`config.mk`:
```
export PLATFORM = sky130hd
export DESIGN_NAME = vc_input_buffer
export DESIGN_NICKNAME = d
export VERILOG_FILES = /design/src/rtl/vc_input_buffer.sv
export SDC_FILE = /design/constraint.sdc
export NUM_CORES = 1
export LEC_CHECK = 0
export ABC_AREA = 0
export BUFFER_PORTS_ARGS = -buffer_cell sky130_fd_sc_hd__buf_2
export CAP_MARGIN = 5
export CORE_UTILIZATION = 57
export DETAILED_ROUTE_END_ITERATION = 12
export GPL_TIMING_DRIVEN = 0
export PLACE_DENSITY = 0.78
export REMOVE_ABC_BUFFERS = 1
export SLEW_MARGIN = 20
export SYNTH_ARGS = -nofsm -noshare
export SYNTH_HDL_FRONTEND = slang
export SYNTH_SLANG_ARGS = --single-unit
```
`constraint.sdc`:
```
create_clock -name clk -period 3.95 [get_ports clk]
set_input_delay 0.395 -clock clk [delete_from_list [all_inputs] [get_ports clk]]
set_output_delay 0.395 -clock clk [all_outputs]
set_load 0.005 [all_outputs]
```
`src/rtl/vc_input_buffer.sv`:
```
// One virtual-channel input buffer: flit FIFO, e-cube route from the head flit,
// packet-wide crossbar request, registered pop output and upstream credit return.
module vc_input_buffer #(
  parameter int DATA_WIDTH    = 32,
  parameter int DEPTH         = 4,
  parameter int NODE_ID_WIDTH = 4,
  parameter int PORT_NUM      = 5,
  parameter int VCH_WIDTH_NUM = 2,
  parameter int VC_ID         = 0,
  parameter int MY_ID         = 0
) (
  input  logic                     clk,
  input  logic                     reset,
  input  logic                     ivalid,
  input  logic [DATA_WIDTH-1:0]    idata,
  input  logic                     grant,
  output logic                     ovalid,
  output logic [VCH_WIDTH_NUM-1:0] ovch,
  output logic [DATA_WIDTH-1:0]    odata,
  output logic [PORT_NUM-1:0]      port,
  output logic                     req,
  output logic                     credit_out,
  output logic [$clog2(DEPTH):0]   count,
  output logic                     overflow
);

  localparam int PTR_W = $clog2(DEPTH);
  localparam int CNT_W = PTR_W + 1;

  typedef enum logic [1:0] {IDLE, ROUTE, ACTIVE} state_t;

  logic [DATA_WIDTH-1:0]    mem [DEPTH];
  logic [PTR_W-1:0]         wr_ptr;
  logic [PTR_W-1:0]         rd_ptr;
  state_t                   state;

  logic [DATA_WIDTH-1:0]    head_flit;
  logic                     empty;
  logic                     full;
  logic                     head_is_head;
  logic                     head_is_tail;
  logic                     pop_grant;
  logic                     discard;
  logic                     pop;
  logic                     push;
  logic [NODE_ID_WIDTH-1:0] diff;
  logic [PORT_NUM-1:0]      route;

  assign head_flit    = mem[rd_ptr];
  assign empty        = (count == '0);
  assign full         = (count == CNT_W'(DEPTH));
  // Type encoding: bit DW-2 marks a packet start (head/single), bit DW-1 an end (tail/single).
  assign head_is_head = head_flit[DATA_WIDTH-2];
  assign head_is_tail = head_flit[DATA_WIDTH-1];

  assign req       = (state != IDLE) && !empty;
  assign pop_grant = grant && req;
  // Stray body/tail flits reaching the head while idle are dropped, but still return a credit.
  assign discard   = (state == IDLE) && !empty && !head_is_head;
  assign pop       = pop_grant || discard;
  assign push      = ivalid && (!full || pop);

  // E-cube routing: correct the lowest differing dimension first; no difference means local.
  assign diff = head_flit[NODE_ID_WIDTH-1:0] ^ NODE_ID_WIDTH'(MY_ID);

  always_comb begin
    // NOTE: default every always_comb output first so no path leaves it unassigned (no latch).
    route = '0;
    if (diff == '0) begin
      route[PORT_NUM-1] = 1'b1;
    end else begin
      for (int i = NODE_ID_WIDTH - 1; i >= 0; i--) begin
        if (diff[i]) begin
          route    = '0;
          route[i] = 1'b1;
        end
      end
    end
  end

  // NOTE: the storage array has no reset; the pointers and count alone define what is valid.
  always_ff @(posedge clk) begin
    if (push) mem[wr_ptr] <= idata;
  end

  // NOTE: sequential state uses non-blocking assignments so every flop samples pre-edge values.
  always_ff @(posedge clk or negedge reset) begin
    if (!reset) begin
      wr_ptr   <= '0;
      rd_ptr   <= '0;
      count    <= '0;
      overflow <= 1'b0;
    end else begin
      if (push) wr_ptr <= wr_ptr + PTR_W'(1);
      if (pop)  rd_ptr <= rd_ptr + PTR_W'(1);
      case ({push, pop})
        2'b10:   count <= count + CNT_W'(1);
        2'b01:   count <= count - CNT_W'(1);
        default: count <= count;
      endcase
      if (ivalid && full && !pop) overflow <= 1'b1;
    end
  end

  always_ff @(posedge clk or negedge reset) begin
    if (!reset) begin
      state      <= IDLE;
      port       <= '0;
      ovalid     <= 1'b0;
      odata      <= '0;
      ovch       <= '0;
      credit_out <= 1'b0;
    end else begin
      ovalid     <= pop_grant;
      credit_out <= pop;
      ovch       <= pop_grant ? VCH_WIDTH_NUM'(VC_ID) : '0;
      if (pop_grant) odata <= head_flit;

      // port only changes in IDLE (req low) or on the tail pop, so the mux never sees it move under req.
      case (state)
        IDLE: begin
          if (!empty && head_is_head) begin
            port  <= route;
            state <= ROUTE;
          end
        end
        ROUTE, ACTIVE: begin
          if (pop_grant) begin
            if (head_is_tail) begin
              port  <= '0;
              state <= IDLE;
            end else begin
              state <= ACTIVE;
            end
          end
        end
        default: state <= IDLE;
      endcase
    end
  end

endmodule

```
==> impl_metrics.toml <==
[run_status]
status = "complete, but fails checks"
violations = "design-rule violations"

[die]
core-area_um2 = 11600
rows = 39
die_h_um = 112
die-area_um2 = 12500
pin_count = 82
fp.dieW_um = 112
initial_core_util = 0.593

[yosys]
yosysSeqAreaShare = 0.739
syn_area_per_cell_um2 = 20.0
synth_edf_count = 128
synth_cell_type_count = 45
async_reset_ff_frac = 0.277
synth_seq_cells = 177
synthCells = 342
ys.flop_type = "edfxtp_1"
syn_area_um2 = 6860
ys_warn_count = 0

[sta]
tightest_slew_ps = 697
period_share = 0.829
hold_viol_final = 0
rsz0062_at_grt = "false"
min_period_ps = 3270
tns_ps = 0
finalSetupViolCount = 0
skew_ps = 6.76
slew_viol_final = 0
max_clock_freq_ghz = 0.305
max-slew-margin-rel = 0.535

[clocking]
cts_made_buffers = 17
cts-htree-levels = 4
clk_latency_ps = 430
cts_setup_buffers = 0
root_buffer = "clkbuf_16"
cts_tree = "yes"
clk_path_buf_depth = 2
holdBufCountCts = 0
cts.sinks = 177
post_cts_resized = 0
clk_pin_slew_ps = 60

[final_layout]
syn_to_final_growth_pct = 19.0
final_common_cell = "edfxtp_1"
antenna_cells = 0
drive_above_1_share = 0.426
postLayoutCellArea_um2 = 8160
finalNetCount = 477
nFillCells = 703
layout_common_cells = "128 x edfxtp_1, 78 x buf_2, 47 x dfrtp_1"

[critical_path]
cp-end-kind = "flop"
critPathKind = "reg2reg"
slowest_delay_ps = 880
cp_max_fo = 34
rr_worst_depth = 8
timing.rr.start = "rd_ptr[0]"
crit_path_start_kind = "flop"
cp_data_required_time_ps = 4240
reg2reg_slack_ps = 680
critPathSlowestCell = "dfrtp_4"
critPathLaunch = "rd_ptr[0]"
critPathCapture = "count[2]"
rr_endpoint = "count[2]"
crit_chain = "mux4_2, a211oi_2, nand2_1, fa_1, nor2b_1, o21ai_0, mux2i_1, o22ai_1"
arrival_ps = 3570

[global_routing]
antenna_found_initial = 0
grt-ovfl-total = 0
grt_max_degree = 50
grtUsageTotal = 0.204
grt_pass1_vias = 3547
grt_pass1_wl_mm = 18.7

[pwr]
p_per_area_nw_per_um2 = 810
combPwrFrac = 0.292
power_switching_w = 0.00190
leakage_nw = 3.09
p_int_w = 0.00471
p_clk_frac = 0.268
power_switching_share = 0.287
seqPwrFrac = 0.440
ir_worst_vdd_mv = 0.417

[drt]
remaining_drc_errors = 9
wl_per_cell_um = 19.3
drt_wl_total_mm = 11.3
drt_first_iter_violations = 215
firstDrtPassIters = 8
antenna_left = 0
viasPerCell = 5.71
vias = 3364

[hold_path]
hold_class = "in2async"

[place]
dpl_cell_area_um2 = 7520
dp_hpwl_mm = 6.98
placement.io_buffers = 79
gp_congestion = 0.805

[job]
drv_cap = 0
## flip-flops by register name (all words and copies together) (netlist names)
signal / flops
count: 3
rd_ptr: 2
mem: 128
state: 2
ovalid: 1
credit_out: 1
wr_ptr: 2
overflow: 1
odata: 32
port: 5
## how the worst min path moves through the flow
stage	startpoint	endpoint	slack [ps]	depth (start not counted)
after floorplan	reset	count[0]	100	0
final	reset	odata[14]	20	1
after detailed placement	overflow	overflow	450	1
after CTS	reset	odata[14]	30	1
after global placement	odata[31]	odata[31]	460	2
after global routing	reset	odata[14]	70	1
## stage by stage
step	utilization	total power [W]	setup WS [ps]	hold WS (ps)	instances
final	0.706	0.00661	677	18.3	589
after global routing	0.706	0.00697	389	67.3	589
after CTS	0.706	0.00669	603	33.1	589
after detailed placement	0.651	0.00490	640	453	557
after global placement	0.636	0.00472	-1120	459	549
after floorplan	-	0.00414	89.3	99.4	327
## critical path: cells and delay by family, from the launching register on
family | cells | cell delay [ps]
DFF | 1 | 880
and+or+nand+nor | 2 | 340
AOI/OAI and AO/OA | 3 | 660
adders and majority gates | 1 | 400
muxes | 2 | 840
## kinds of logic after synthesis
logic type,count (synthesis),synth area share
flip-flops,177,0.739
multiplexers,71,0.170
AND/OR/NAND/NOR,29,0.0226
buffers and inverters,29,0.0192
AO/OA/AOI/OAI,22,0.0266
adder cells (fa/ha/maj),8,0.0157
XOR/XNOR,5,0.00639
other,1,0.000547
## synthesized netlist by cell type, types with 4 or more instances
cell | count | area share
and2_1 | 4 | 0.0036
buf_2 | 6 | 0.0044
clkbuf_1 | 6 | 0.0033
dfrtp_1 | 49 | 0.18
edfxtp_1 | 128 | 0.56
ha_1 | 7 | 0.013
inv_1 | 13 | 0.0071
mux2_2 | 32 | 0.053
mux2i_1 | 4 | 0.0058
mux4_2 | 30 | 0.099
nand2_1 | 7 | 0.0038
nor2_1 | 5 | 0.0027
xnor2_1 | 4 | 0.0051
## cell type report
type	count	area, µm²	area share
multi-input cells	137	1660	0.204
flip-flops and latches	177	5070	0.622
clock buffers	19	453	0.0555
repair buffers	87	558	0.0684
well taps	143	179	0.0219
clock inverters	13	181	0.0222
inverters	13	48.8	0.00598
## power by group through the flow
stage                     sequential, W  clock (W)  combinational, W
after floorplan                 0.00289          0           0.00125
after global placement          0.00296          0           0.00176
after detailed placement        0.00295          0           0.00194
after CTS                       0.00292    0.00180           0.00196
after global routing            0.00298    0.00188           0.00211
final                           0.00291    0.00177           0.00193
## routing by layer
metal  wire, µm  global-route usage  up-vias
met1       4890               0.265     1742
met2       5810               0.330       75
met4        175              0.0712        0
li1           -                   -     1531
met3        473              0.0631       16
met5          0                   0        -
Note: power is estimated with default switching activity, not from simulation.
